**config.mk**
```make
export PLATFORM = sky130hd
export DESIGN_NAME = hazard_unit_mc_flat
export DESIGN_NICKNAME = d
export VERILOG_FILES = /design/src/rtl/hazard_pkg.sv /design/src/rtl/hazard_unit_mc_if.sv /design/src/rtl/hazard_match.sv /design/src/rtl/hazard_unit_mc.sv /design/src/flat_wrapper.sv
export SDC_FILE = /design/constraint.sdc
export NUM_CORES = 1
export LEC_CHECK = 0
export CELL_PAD_IN_SITES_DETAIL_PLACEMENT = 0
export CELL_PAD_IN_SITES_GLOBAL_PLACEMENT = 2
export CORE_MARGIN = 1.5
export CORE_UTILIZATION = 16
export CTS_CLUSTER_DIAMETER = 100
export DETAILED_ROUTE_END_ITERATION = 10
export MAX_ROUTING_LAYER = met4
export PLACE_DENSITY_LB_ADDON = 0.1
export SLEW_MARGIN = 30
export SYNTH_ARGS = -nofsm -noshare
export SYNTH_HDL_FRONTEND = slang
export SYNTH_SLANG_ARGS = --single-unit
```
**constraint.sdc**
```tcl
create_clock -name sys_clk -period 1.7 [get_ports sys_clk]
set_clock_uncertainty 0.15 [all_clocks]
set_input_delay 0.34 -clock sys_clk [delete_from_list [all_inputs] [get_ports sys_clk]]
set_output_delay 0.34 -clock sys_clk [all_outputs]
set_load 0.02 [all_outputs]
```
**src/rtl/hazard_pkg.sv**
```systemverilog
// hazard_pkg: shared constants for the multi-cycle hazard unit.
//   FWD_RF / FWD_W / FWD_M : ForwardE slot encodings (register file, W result, M result)
//   PC_ADDR                : all-ones register address (the PC); callers slice it to ADDR_W
//   LD_CNT_W / MUL_CNT_W   : widths of the load-use and multiply occupancy counters
package hazard_pkg;

    localparam logic [1:0] FWD_RF = 2'b00;
    localparam logic [1:0] FWD_W  = 2'b01;
    localparam logic [1:0] FWD_M  = 2'b10;

    // Wide enough for any practical ADDR_W; the low ADDR_W bits are all ones.
    localparam logic [31:0] PC_ADDR = 32'hFFFF_FFFF;

    localparam int LD_CNT_W  = 3;
    localparam int MUL_CNT_W = 4;

endpackage

```
**src/rtl/hazard_unit_mc_if.sv**
```systemverilog
// hazard_unit_mc_if: pipeline <-> hazard unit signal bundle.
//   master : pipeline side, drives register addresses, valids and control events,
//            receives forward selects, stalls, flushes and MulBusy
//   slave  : hazard unit side (mirror of master)
//   RA_D / RA_E pack NSRC source addresses; slot i is bits [i*ADDR_W +: ADDR_W].
interface hazard_unit_mc_if #(
    parameter int NSRC   = 3,
    parameter int ADDR_W = 4
);

    logic [NSRC*ADDR_W-1:0] RA_D;
    logic [NSRC*ADDR_W-1:0] RA_E;
    logic [ADDR_W-1:0]      WA3E;
    logic [ADDR_W-1:0]      WA3M;
    logic [ADDR_W-1:0]      WA3W;
    logic                   RegWriteE;
    logic                   RegWriteM;
    logic                   RegWriteW;
    logic                   MemtoRegE;
    logic                   MulStartE;
    logic                   BranchTakenE;
    logic                   PCWrPendingF;
    logic                   PCSrcW;
    logic [2*NSRC-1:0]      ForwardE;
    logic                   StallF;
    logic                   StallD;
    logic                   StallE;
    logic                   FlushD;
    logic                   FlushE;
    logic                   MulBusy;

    modport master (
        output RA_D, RA_E, WA3E, WA3M, WA3W,
        output RegWriteE, RegWriteM, RegWriteW,
        output MemtoRegE, MulStartE, BranchTakenE, PCWrPendingF, PCSrcW,
        input  ForwardE, StallF, StallD, StallE, FlushD, FlushE, MulBusy
    );

    modport slave (
        input  RA_D, RA_E, WA3E, WA3M, WA3W,
        input  RegWriteE, RegWriteM, RegWriteW,
        input  MemtoRegE, MulStartE, BranchTakenE, PCWrPendingF, PCSrcW,
        output ForwardE, StallF, StallD, StallE, FlushD, FlushE, MulBusy
    );

endinterface

```
**src/rtl/hazard_match.sv**
```systemverilog
// hazard_match: comparators for one source-operand slot.
//   raD, raE           : this slot's source address in Decode / Execute
//   wa3E, wa3M, wa3W   : destination addresses in E, M, W
//   regWriteM/W        : destination valids for M and W
//   fwd                : forward select for the slot (M beats W beats register file)
//   matchD             : Decode source equals E destination (load-use candidate)
// The PC address never matches, so reads of the PC neither forward nor stall.
module hazard_match
    import hazard_pkg::*;
#(
    parameter int ADDR_W = 4
) (
    input  logic [ADDR_W-1:0] raD,
    input  logic [ADDR_W-1:0] raE,
    input  logic [ADDR_W-1:0] wa3E,
    input  logic [ADDR_W-1:0] wa3M,
    input  logic [ADDR_W-1:0] wa3W,
    input  logic              regWriteM,
    input  logic              regWriteW,
    output logic [1:0]        fwd,
    output logic              matchD
);

    logic [ADDR_W-1:0] pcAddr;
    logic              hitM;
    logic              hitW;

    assign pcAddr = PC_ADDR[ADDR_W-1:0];
    assign hitM   = regWriteM && (raE == wa3M) && (raE != pcAddr);
    assign hitW   = regWriteW && (raE == wa3W) && (raE != pcAddr);
    assign fwd    = hitM ? FWD_M : hitW ? FWD_W : FWD_RF;
    assign matchD = (raD == wa3E) && (raD != pcAddr);

endmodule

```
**src/rtl/hazard_unit_mc.sv**
```systemverilog
// hazard_unit_mc: forwarding, load-use stall and multi-cycle multiply hazard unit.
//   sys_clk, sys_rst : clock (rising edge) and asynchronous active-high reset
//   bus (slave)      : addresses/valids/events in; ForwardE, StallF/D/E, FlushD/E, MulBusy out
// State is two counters: ldCnt extends a load-use stall to LOAD_LAT cycles, mulCnt
// keeps E occupied for MUL_LAT cycles after a multiply starts. Everything else is
// combinational. While the multiply holds E, the instruction in E is the multiply,
// so load-use detection and taken branches are ignored.
module hazard_unit_mc
    import hazard_pkg::*;
#(
    parameter int NSRC     = 3,
    parameter int ADDR_W   = 4,
    parameter int LOAD_LAT = 1,
    parameter int MUL_LAT  = 3
) (
    input  logic               sys_clk,
    input  logic               sys_rst,
    hazard_unit_mc_if.slave    bus
);

    logic [LD_CNT_W-1:0]  ldCnt;
    logic [MUL_CNT_W-1:0] mulCnt;
    logic [NSRC-1:0]      matchD;
    logic [2*NSRC-1:0]    fwd;
    logic                 mulBusy;
    logic                 ldUse;
    logic                 ldStall;
    logic                 branchLive;

    genvar i;
    for (i = 0; i < NSRC; i++) begin : gSlot
        hazard_match #(.ADDR_W(ADDR_W)) uMatch (
            .raD       (bus.RA_D[i*ADDR_W +: ADDR_W]),
            .raE       (bus.RA_E[i*ADDR_W +: ADDR_W]),
            .wa3E      (bus.WA3E),
            .wa3M      (bus.WA3M),
            .wa3W      (bus.WA3W),
            .regWriteM (bus.RegWriteM),
            .regWriteW (bus.RegWriteW),
            .fwd       (fwd[2*i +: 2]),
            .matchD    (matchD[i])
        );
    end

    // Reset gating keeps outputs quiet while sys_rst is high, before and after
    // the counters have cleared.
    assign mulBusy    = !sys_rst && (mulCnt != '0);
    assign branchLive = bus.BranchTakenE && !mulBusy;
    assign ldUse      = bus.MemtoRegE && bus.RegWriteE && (|matchD) && !bus.BranchTakenE && !mulBusy;
    assign ldStall    = !sys_rst && (ldUse || (ldCnt != '0));

    assign bus.ForwardE = sys_rst ? '0 : fwd;
    assign bus.MulBusy  = mulBusy;
    assign bus.StallE   = mulBusy;
    assign bus.StallD   = ldStall || mulBusy;
    assign bus.StallF   = !sys_rst && (ldStall || mulBusy || bus.PCWrPendingF);
    assign bus.FlushE   = (ldStall || bus.BranchTakenE) && !mulBusy;
    assign bus.FlushD   = (bus.PCWrPendingF || bus.PCSrcW || bus.BranchTakenE) && !mulBusy;

    // A taken branch squashes the wrong path, so a stall already in progress is dropped.
    always_ff @(posedge sys_clk or posedge sys_rst) begin
        if (sys_rst) begin
            ldCnt  <= '0;
            mulCnt <= '0;
        end else begin
            ldCnt  <= (ldCnt != '0) ? (branchLive ? '0 : ldCnt - 1'b1)
                                    : (ldUse ? LD_CNT_W'(LOAD_LAT - 1) : '0);
            mulCnt <= (mulCnt != '0) ? mulCnt - 1'b1
                                     : (bus.MulStartE ? MUL_CNT_W'(MUL_LAT - 1) : '0);
        end
    end

endmodule

```
**src/flat_wrapper.sv**
```systemverilog
// flat-port wrapper written by rule: the top's interface ports become plain ports
module hazard_unit_mc_flat import hazard_pkg::*;
#(
    parameter int NSRC     = 3,
    parameter int ADDR_W   = 4,
    parameter int LOAD_LAT = 1,
    parameter int MUL_LAT  = 3
)
  (sys_clk, sys_rst, bus_RA_D, bus_RA_E, bus_WA3E, bus_WA3M, bus_WA3W, bus_RegWriteE, bus_RegWriteM, bus_RegWriteW, bus_MemtoRegE, bus_MulStartE, bus_BranchTakenE, bus_PCWrPendingF, bus_PCSrcW, bus_ForwardE, bus_StallF, bus_StallD, bus_StallE, bus_FlushD, bus_FlushE, bus_MulBusy);
  hazard_unit_mc_if #(.NSRC(NSRC), .ADDR_W(ADDR_W)) bus_i ();
  input  logic sys_clk;
  input  logic sys_rst;
  input wire logic [$bits(bus_i.RA_D)-1:0] bus_RA_D;
  input wire logic [$bits(bus_i.RA_E)-1:0] bus_RA_E;
  input wire logic [$bits(bus_i.WA3E)-1:0] bus_WA3E;
  input wire logic [$bits(bus_i.WA3M)-1:0] bus_WA3M;
  input wire logic [$bits(bus_i.WA3W)-1:0] bus_WA3W;
  input wire logic [$bits(bus_i.RegWriteE)-1:0] bus_RegWriteE;
  input wire logic [$bits(bus_i.RegWriteM)-1:0] bus_RegWriteM;
  input wire logic [$bits(bus_i.RegWriteW)-1:0] bus_RegWriteW;
  input wire logic [$bits(bus_i.MemtoRegE)-1:0] bus_MemtoRegE;
  input wire logic [$bits(bus_i.MulStartE)-1:0] bus_MulStartE;
  input wire logic [$bits(bus_i.BranchTakenE)-1:0] bus_BranchTakenE;
  input wire logic [$bits(bus_i.PCWrPendingF)-1:0] bus_PCWrPendingF;
  input wire logic [$bits(bus_i.PCSrcW)-1:0] bus_PCSrcW;
  output wire logic [$bits(bus_i.ForwardE)-1:0] bus_ForwardE;
  output wire logic [$bits(bus_i.StallF)-1:0] bus_StallF;
  output wire logic [$bits(bus_i.StallD)-1:0] bus_StallD;
  output wire logic [$bits(bus_i.StallE)-1:0] bus_StallE;
  output wire logic [$bits(bus_i.FlushD)-1:0] bus_FlushD;
  output wire logic [$bits(bus_i.FlushE)-1:0] bus_FlushE;
  output wire logic [$bits(bus_i.MulBusy)-1:0] bus_MulBusy;
  assign bus_i.RA_D = bus_RA_D;
  assign bus_i.RA_E = bus_RA_E;
  assign bus_i.WA3E = bus_WA3E;
  assign bus_i.WA3M = bus_WA3M;
  assign bus_i.WA3W = bus_WA3W;
  assign bus_i.RegWriteE = bus_RegWriteE;
  assign bus_i.RegWriteM = bus_RegWriteM;
  assign bus_i.RegWriteW = bus_RegWriteW;
  assign bus_i.MemtoRegE = bus_MemtoRegE;
  assign bus_i.MulStartE = bus_MulStartE;
  assign bus_i.BranchTakenE = bus_BranchTakenE;
  assign bus_i.PCWrPendingF = bus_PCWrPendingF;
  assign bus_i.PCSrcW = bus_PCSrcW;
  assign bus_ForwardE = bus_i.ForwardE;
  assign bus_StallF = bus_i.StallF;
  assign bus_StallD = bus_i.StallD;
  assign bus_StallE = bus_i.StallE;
  assign bus_FlushD = bus_i.FlushD;
  assign bus_FlushE = bus_i.FlushE;
  assign bus_MulBusy = bus_i.MulBusy;
  hazard_unit_mc #(.NSRC(NSRC), .ADDR_W(ADDR_W), .LOAD_LAT(LOAD_LAT), .MUL_LAT(MUL_LAT)) u_core (.sys_clk(sys_clk), .sys_rst(sys_rst), .bus(bus_i));
endmodule
```
---- After elaboration in Yosys (flattened, before gate mapping) ----
Cells that the tools add are included.
storage, ports and cells
  latch bits .............................. 0
  flip-flop bits (word level) ............. 7
  word-level logic and storage cells ...... 67
  memories ................................ 0
  input port bits ......................... 46
  output and inout bits ................... 12
  memory bits (read-only) ................. 0
  bits in writable memories ............... 0
cells by class
  equal/unequal tests ..................... 15
  add/sub/neg operators ................... 2
  shifts and indexed selects .............. 0
  bitwise operators ....................... 0
  multiplexer cells ....................... 11
  divide/modulo/power cells ............... 0
  reductions and logical operators ........ 37
  $mul .................................... 0
  order comparisons ....................... 0
operators by type and width
  kind                 count
  $eq 4x4->1           9
  $logic_and 1x1->1    25
  $ne 4x4->1 const B   6
  $mux 2               4
  $logic_or 1x1->1     6
  $mux 3               2
  $mux 6               1
  $mux 4               1
  $reduce_bool 4->1    1
  $sub 4x1->4 const B  1
  $logic_not 1->1      3
  $mux 1               3
  $reduce_bool 3->1    1
  $reduce_or 3->1      1
  $sub 3x1->3 const B  1

---- Logic depth before layout (Yosys ltp) ----
Gate-level depths: netlist of the first run.
  depth in word-level cells ............... 11
  gate-level depth with buffers ........... 6
  gate-level depth less buffers ........... 6

---- Cells and area by module ----
From an unflattened synthesis of the first run, not the netlist that was laid out.
unflattened totals
  cell total of the unflattened synthesis .. 127
  area total of the unflattened synthesis .. 998.5 um2
by module, submodules not included
  module          sequential area each (um2)  cells each  area an instance (um2)  instances
  hazard_match    0.0                         25          181.4                   3
  hazard_unit_mc  175.2                       52          454.2                   1

---- Least setup slack after synthesis of the first run ----
Ideal clock, no wire load.
  path type ............................... register -> output
  from .................................... register u_core.mulCnt[0]
  to ...................................... output port bus_StallF
  buffers on the path ..................... 0
  data arrival time ....................... 1760 ps
  cell stages (with the launch flop) ...... 7
  data required time ...................... 1210 ps
  setup slack ............................. -550 ps
  path through ............................ dfrtp_1 inv_1 ha_1 nor3b_1 nor2_1 nor2_1 a31oi_1
between the ends
  longest elaborated chain between the ends .. 9
RTL lines
  element                             RTL line              text
  start: declaration                  hazard_unit_mc.sv:22  logic [MUL_CNT_W-1:0] mulCnt;
  start signal: assignment            hazard_unit_mc.sv:68  mulCnt <= (mulCnt != '0) ? mulCnt - 1'b1
  $reduce_bool 4->1 (*)               hazard_unit_mc.sv:47  assign mulBusy = !sys_rst && (mulCnt != '0);
  $logic_and 1x1->1 (*)               hazard_unit_mc.sv:47
  via bus_MulBusy                     flat_wrapper.sv:32    output wire logic [$bits(bus_i.MulBusy)-1:0] bus_MulBusy;
  $logic_not 1->1                     hazard_unit_mc.sv:49  assign ldUse = bus.MemtoRegE && bus.RegWriteE && (|matchD) && !bus.BranchTakenE && !mulBusy;
  $logic_and 1x1->1                   hazard_unit_mc.sv:49
  $logic_or 1x1->1                    hazard_unit_mc.sv:50  assign ldStall = !sys_rst && (ldUse || (ldCnt != '0));
  $logic_and 1x1->1                   hazard_unit_mc.sv:50
  $logic_or 1x1->1 (*) (2 in series)  hazard_unit_mc.sv:56  assign bus.StallF = !sys_rst && (ldStall || mulBusy || bus.PCWrPendingF);
  $logic_and 1x1->1 (*)               hazard_unit_mc.sv:56
  end: declaration                    flat_wrapper.sv:27    output wire logic [$bits(bus_i.StallF)-1:0] bus_StallF;
The timed path passes the listed nets; every way through them passes the cells marked *.

---- Worst setup path after layout of the first run ----
  from .................................... input port bus_RA_D[4]
  to ...................................... output port bus_StallD
between the ends
  longest elaborated chain between the ends .. 9
  elaborated cells on any way between the ends .. 10
  classes of those cells .................. eq/ne: 2; reduce/logical: 8
RTL lines
  element                                   RTL line              text
  start: declaration                        flat_wrapper.sv:13    input wire logic [$bits(bus_i.RA_D)-1:0] bus_RA_D;
  $eq 4x4->1 or $ne 4x4->1 (tied branches)  hazard_match.sv:32    assign matchD = (raD == wa3E) && (raD != pcAddr);
  $logic_and 1x1->1 (*)                     hazard_match.sv:32
  $reduce_or 3->1 (*)                       hazard_unit_mc.sv:49
  $logic_and 1x1->1 (*) (3 in series)       hazard_unit_mc.sv:49
  $logic_or 1x1->1 (*)                      hazard_unit_mc.sv:50
  $logic_and 1x1->1 (*)                     hazard_unit_mc.sv:50
  $logic_or 1x1->1 (*)                      hazard_unit_mc.sv:55  assign bus.StallD = ldStall || mulBusy;
  end: declaration                          flat_wrapper.sv:28    output wire logic [$bits(bus_i.StallD)-1:0] bus_StallD;
Mark *: on every way between the ends. The rest lies on a longest branch, timed or not.

==> out/metrics.yaml, run 1 <==
status: "complete, but fails checks"
violations: "setup timing"
grt_pass1_vias: 1241
dp_slack_ns: -1.40
finalSetupViolCount: 12
synth-seq-cells: 7
critPathMaxFanout: 3
drc: 0
tightest_slew_ns: 0.311
slew_viol_final: 0
hpwl_um: 2740
antenna_found_initial: 0
crit_top_cell: "buf_6"
cts.sinks: 7
max-cap-violations: 0
rsz0062_at_grt: "true"
worst_path_max_delay_cell: "a2111oi_4"
synth_compound_area_share_pct: 15.7
globalRouteOverflowTotal: 0
routed_wl_um: 3540
grt_max_degree: 10
postCtsHoldBufs: 0
gp_congestion: 0.791
p_leak_uw: 0.00100
vias_per_cell: 4.22
fp.dieW_um: 77.6
ios: 58
n_antenna_cell: 0
tns_ns: -2.55
port_buffers: 57
crit_chain: "buf_6 -> or2_4 -> a2111oi_4 -> o2111ai_4 -> buf_6 -> a31oi_4 -> buf_6"
arrival_ns: 1.68
clock_latency_ns: 0.23
ys_warn_count: 0
syn_inst: 116
nNetsFinal: 267
max_stage_delay_ns: 0.39
timing.fmax_mhz: 462
postRouteAntennaNets: 0
end_kind: "primary output"
area_growth_pct: 157
vdd_drop_max_v: 0.000595
synthAdderAreaFrac_pct: 4.21
async_reset_ff_share_pct: 100
ys_types: 28
grt_pass1_wl_um: 5710
syn_area_per_cell_sq_um: 7.68
fp.dieArea_sq_um: 6020
synth_top_family_by_area: "simple AND/OR/NAND/NOR gates"
drt-initial-drc-count: 9
dominantRegCellSynth: "dfrtp_1"
clockRootBuffer: "clkbuf_8"
core_sq_um: 5240
groute.usage.overall_pct: 12.3
period_minus_slack_ns: 2.17
rrSetupSlack_ns: 0.07
period_share_pct: 127
vias: 1211
final_cell_mix: "buf_4, buf_6, xnor2_2"
slew-limit-headroom_pct: 79.3
synthMuxAreaShare_pct: 1.12
syn-num-nets: 165
synth_xor_area_share_pct: 26.5
synth-simple-area-share_pct: 28.5
die_h_um: 77.6
worstPathRequired_ns: 1.21
hold_class: "input port to async pin"
cts_tree: "yes"
start_util_pct: 17.0
path_clk_slew_ns: 0.04
cts_buffer_depth: 2
syn_area_sq_um: 891
cts_made_buffers: 3
cts_max_level: 1
synth_edf_count: 0
wl_per_cell_um: 12.3
rows: 26
drive_above_1_share_pct: 59.4
layout_setup_ws_ns: -0.466
worstSetupPathType: "input port to primary output"
seq_area_frac_synth_pct: 19.7
hold_viol_final: 0
critPathLaunchType: "input port"
p_per_area_nw_per_um2: 748
first_pass_iters: 3
layout_commonest_cell: "buf_4"
[metrics by stage]
stage                     hold WS (ns)  cells  cell area (sq um)  total power (uW)  utilization (%)
after floorplan                 0.0118    116                975               766                -
after global placement           0.266    273               1850              1220             35.4
after detailed placement         0.286    273               1850              1230             35.4
after CTS                        0.109    284               2170              1620             41.4
after global routing             0.130    287               2290              1850             43.7
final                            0.110    287               2290              1710             43.7
[synth_stat cells (2+ instances only)]
| master | number | area (sq um) |
|---|---|---|
| xnor2_1 | 20 | 175 |
| nand3_1 | 13 | 65.1 |
| nor2_1 | 12 | 45.0 |
| inv_1 | 8 | 30.0 |
| dfrtp_1 | 7 | 175 |
| xor2_1 | 7 | 61.3 |
| nor2b_1 | 6 | 37.5 |
| nand4_1 | 5 | 31.3 |
| and2_1 | 4 | 25.0 |
| nand2_1 | 4 | 15.0 |
| o21ai_0 | 4 | 20.0 |
| a21oi_1 | 3 | 15.0 |
| ha_1 | 3 | 37.5 |
| nor3_1 | 3 | 15.0 |
| a2111oi_0 | 2 | 17.5 |
| a211oi_1 | 2 | 15.0 |
| a31oi_1 | 2 | 12.5 |
[where the power goes]
group | internal [uW] | switching (uW)
logic | 687 | 504
clock network | 162 | 73.6
registers | 244 | 44.1
total | 1090 | 622
[worst paths after layout]
path,cells past startpoint,to,from
worst max-delay path,7,bus_StallD,bus_RA_D[4]
worst min register to register,1,u_core.ldCnt[0],u_core.ldCnt[0]
min in group sys_clk,1,u_core.ldCnt[0],u_core.ldCnt[0]
max in group asynchronous,4,u_core.ldCnt[1],sys_rst
worst max register to register,8,u_core.ldCnt[0],u_core.mulCnt[0]
worst min-delay path,4,u_core.mulCnt[0],sys_rst
[kinds of logic (layout without fill, tap and decap cells)]
kind of cell               after synthesis  after routing
DFF                                      7              7
and+or+nand+nor                         50             50
adders and majority gates                3              3
buffers and inverters                    9            110
xor gates and xnor gates                27             27
muxes                                    1              1
AOI/OAI and AO/OA                       19             19
[sequential cells by signal, indices dropped and copies added, names as in the netlist]
name / count
u_core.mulCnt: 4
u_core.ldCnt: 3
[critical path: cells and delay by family]
family	cells	cell delay [ns]
buf+inv	3	0.39
simple gates	1	0.24
compound gates	3	0.69
[timing repair]
action	4_1_cts	5_1_grt
resized for setup	253	25
buffers inserted	7	4
pin swaps	38	21
setup endpoints to repair	12	14
[layout make-up]
type	count	area, sq um
fillers	522	2950
multi-input cells	100	1030
repair buffers	98	926
flip-flops and latches	7	175
well taps	70	87.6
clock buffers	4	45.0
inverters	8	30.0
[layer usage]
layer,GRT usage [%],vias up,wire length [um]
met2,22.3,43,1820
met3,3.18,2,204
li1,-,608,-
met4,2.18,0,17
met5,-,-,0
met1,13.7,558,1500
No activity file was read; power rests on OpenSTA's default activity.
==> inputs of run 2 (changes only) <==
==> constraint.sdc (replaced) <==
create_clock -name sys_clk -period 1.8 [get_ports sys_clk]
set_clock_uncertainty 0.15 [all_clocks]
set_input_delay 0.36 -clock sys_clk [delete_from_list [all_inputs] [get_ports sys_clk]]
set_output_delay 0.36 -clock sys_clk [all_outputs]
set_load 0.02 [all_outputs]
==> out/metrics.yaml, run 2 (synthesized netlist as in run 1, its figures left out) <==
status: "complete, but fails checks"
globalRouteOverflowTotal: 0  # unchanged
worstPathRequired_ns: 1.29  # +0.08 ns
pwr-share-clk_pct: 14.0  # +0.2 points
area_growth_pct: 147
timing.fmax_mhz: 447
rrSetupSlack_ns: 0.28  # +0.21 ns
rsz0062_at_grt: "true"
core_sq_um: 5240  # unchanged
vias_per_cell: 4.24  # +0.47%
path_delay_family: "compound AO/OA/AOI/OAI gates"
final_cells: 280  # -2.4%
layout_setup_ws_ns: -0.438  # +0.0281 ns
hold_class: "input port to async pin"
fill_cells: 550  # +5.4%
groute.usage.overall_pct: 11.7  # -0.64 points
slew-limit-headroom_pct: 79.7  # +0.48 points
crit_top_cell: "buf_6"
cts_tree: "yes"
drive_above_1_share_pct: 60.5  # +1.0 points
violations: "setup timing"
max-cap-violations: 0  # unchanged
hpwl_um: 2770  # +1.3%
critPathLaunchType: "input port"
p_leak_uw: 0.000945  # -5.6%
finalSetupViolCount: 8  # -4
vdd_drop_max_v: 0.000400  # -33%
period_share_pct: 124
p_int_uw: 953  # -13%
grt_pass1_wl_um: 5570  # -2.4%
cts_max_level: 1  # unchanged
critPathMaxFanout: 2  # -1
wl_per_cell_um: 12.6  # +2.4%
fp.dieW_um: 77.6  # unchanged
crit_chain: "buf_6 -> or2_4 -> a2111oi_4 -> o2111ai_4 -> buf_6 -> a31oi_4 -> buf_6"
vias: 1187  # -2.0%
finish.instance_area_sq_um: 2200  # -3.8%
slew_viol_final: 0  # unchanged
crit_cells: 7  # unchanged
nNetsFinal: 260  # -2.6%
period_minus_slack_ns: 2.24
dp_cells: 270  # -1.1%
first_pass_iters: 3  # unchanged
grt_pass1_vias: 1241  # unchanged
layout_commonest_cell: "buf_4"
worstSetupPathType: "input port to primary output"
tns_ns: -1.57  # +0.980 ns
start_util_pct: 17.0  # unchanged
drc: 0  # unchanged
clockRootBuffer: "clkbuf_8"
p_comb_share_pct: 67.9  # -1.6 points
critPathCapture: "bus_StallD"
r2r_end: "u_core.ldCnt[0]"
worst_path_max_delay_cell: "a2111oi_4"
routed_wl_um: 3540  # -0.11%
final_cell_mix: "buf_4, buf_6, xnor2_2, buf_2, nor2_1"
n_antenna_cell: 0  # unchanged
hold_viol_final: 0  # unchanged
drt-initial-drc-count: 8  # -1
p_per_area_nw_per_um2: 694  # -7.2%
p_sw_uw: 577  # -7.2%
fp.dieArea_sq_um: 6020  # unchanged
rows: 26  # unchanged
port_buffers: 57  # unchanged
cts.sinks: 7  # unchanged
tightest_slew_ns: 0.304  # -0.00722 ns
die_h_um: 77.6  # unchanged
grt_max_degree: 10  # unchanged
arrival_ns: 1.73  # +0.05 ns
ff2ff_path_depth: 7  # -1
cts_buffer_depth: 2  # unchanged
path_buf_inv: 3  # unchanged
cp-startpoint: "bus_RA_D[4]"
regMostFlops: "u_core.mulCnt"
gp_congestion: 0.792  # about the same
path_clk_slew_ns: 0.04  # about the same
max_stage_delay_ns: 0.39  # about the same
placedInstanceArea_sq_um: 1830  # -1.3%
largest_reg_flops: 4  # unchanged
seqPwrFrac_pct: 18.1  # +1.3 points
end_kind: "primary output"
postCtsHoldBufs: 0  # unchanged
antenna_found_initial: 0  # unchanged
postRouteAntennaNets: 0  # unchanged
top_regs: "u_core.mulCnt: 4 flops, u_core.ldCnt: 3 flops"
worstReg2RegStart: "u_core.mulCnt[1]"
clock_latency_ns: 0.22  # about the same
cts_made_buffers: 3  # unchanged
p_sw_share_pct: 37.7  # +1.4 points
ios: 58  # unchanged
==> run 2: changes by cell type in the layout (fill, tap and decap cells not counted), sizes merged <==
cell and change:
buf -4, clkdlybuf4s15 -4, clkbuf +3, dlygate4sd2 -2
==> run 2: power groups by stage <==
stage	Sequential, uW	Combinational (uW)	Clock, uW
after floorplan	268	448	0
after global placement	268	861	0
after detailed placement	271	878	0
after CTS	275	1010	215
after global routing	283	1150	237
final	277	1040	214
==> run 2: worst reg2reg max path, delay by kind of cell (launching register included) <==
kind / cells / cell delay (ns)
flip-flops: 1 / 0.38
AND/OR/NAND/NOR: 3 / 0.36
buffers and inverters: 2 / 0.22
AO/OA/AOI/OAI: 1 / 0.17
adder cells (fa/ha/maj): 1 / 0.14
==> run 2: metrics by stage <==
step                power [uW]  utilization, %  hold WS, ns  setup WS [ns]
finish                    1530            42.1        0.113         -0.438
floorplan                  716               -       0.0318         -0.211
global route              1670            42.1        0.135         -0.501
CTS                       1500            40.1       0.0993         -0.468
global placement          1130            34.9        0.267          -1.35
detailed placement        1150            34.9        0.277          -1.36
==> run 2: cell type report <==
| cell class | instances | area, sq um | area share, % |
|---|---|---|---|
| flip-flops and latches | 7 | 175 | 7.95 |
| repair buffers | 91 | 822 | 37.3 |
| inverters | 8 | 30.0 | 1.36 |
| multi-input cells | 100 | 1040 | 47.4 |
| clock buffers | 4 | 45.0 | 2.04 |
| well taps | 70 | 87.6 | 3.97 |
==> run 2: timing repair <==
action | CTS | global route
resized for setup | 247 | 37
hold endpoints to repair | 0 | 0
setup buffers | 6 | 1
pin swaps | 40 | 27
setup endpoints to repair | 12 | 12
==> run 2: how the worst min path moves through the flow <==
stage                                from          endpoint  slack [ns]  depth (start not counted)
after detailed placement  u_core.ldCnt[0]   u_core.ldCnt[0]        0.28                          1
final                             sys_rst  u_core.mulCnt[1]        0.11                          4
after CTS                         sys_rst   u_core.ldCnt[2]         0.1                          4
after global placement    u_core.ldCnt[0]   u_core.ldCnt[0]        0.27                          1
after global routing              sys_rst  u_core.mulCnt[1]        0.13                          4
after floorplan                   sys_rst   u_core.ldCnt[0]        0.03                          1
==> run 2: metal layers <==
layer	share of wire [%]	vias to the layer above	track usage (%)	wire length, um
met3	6.3	2	2.59	224
met2	53	46	21.2	1860
met1	41	542	13.5	1440
met5	0	-	-	0
met4	0.34	0	1.09	12
li1	-	597	-	-
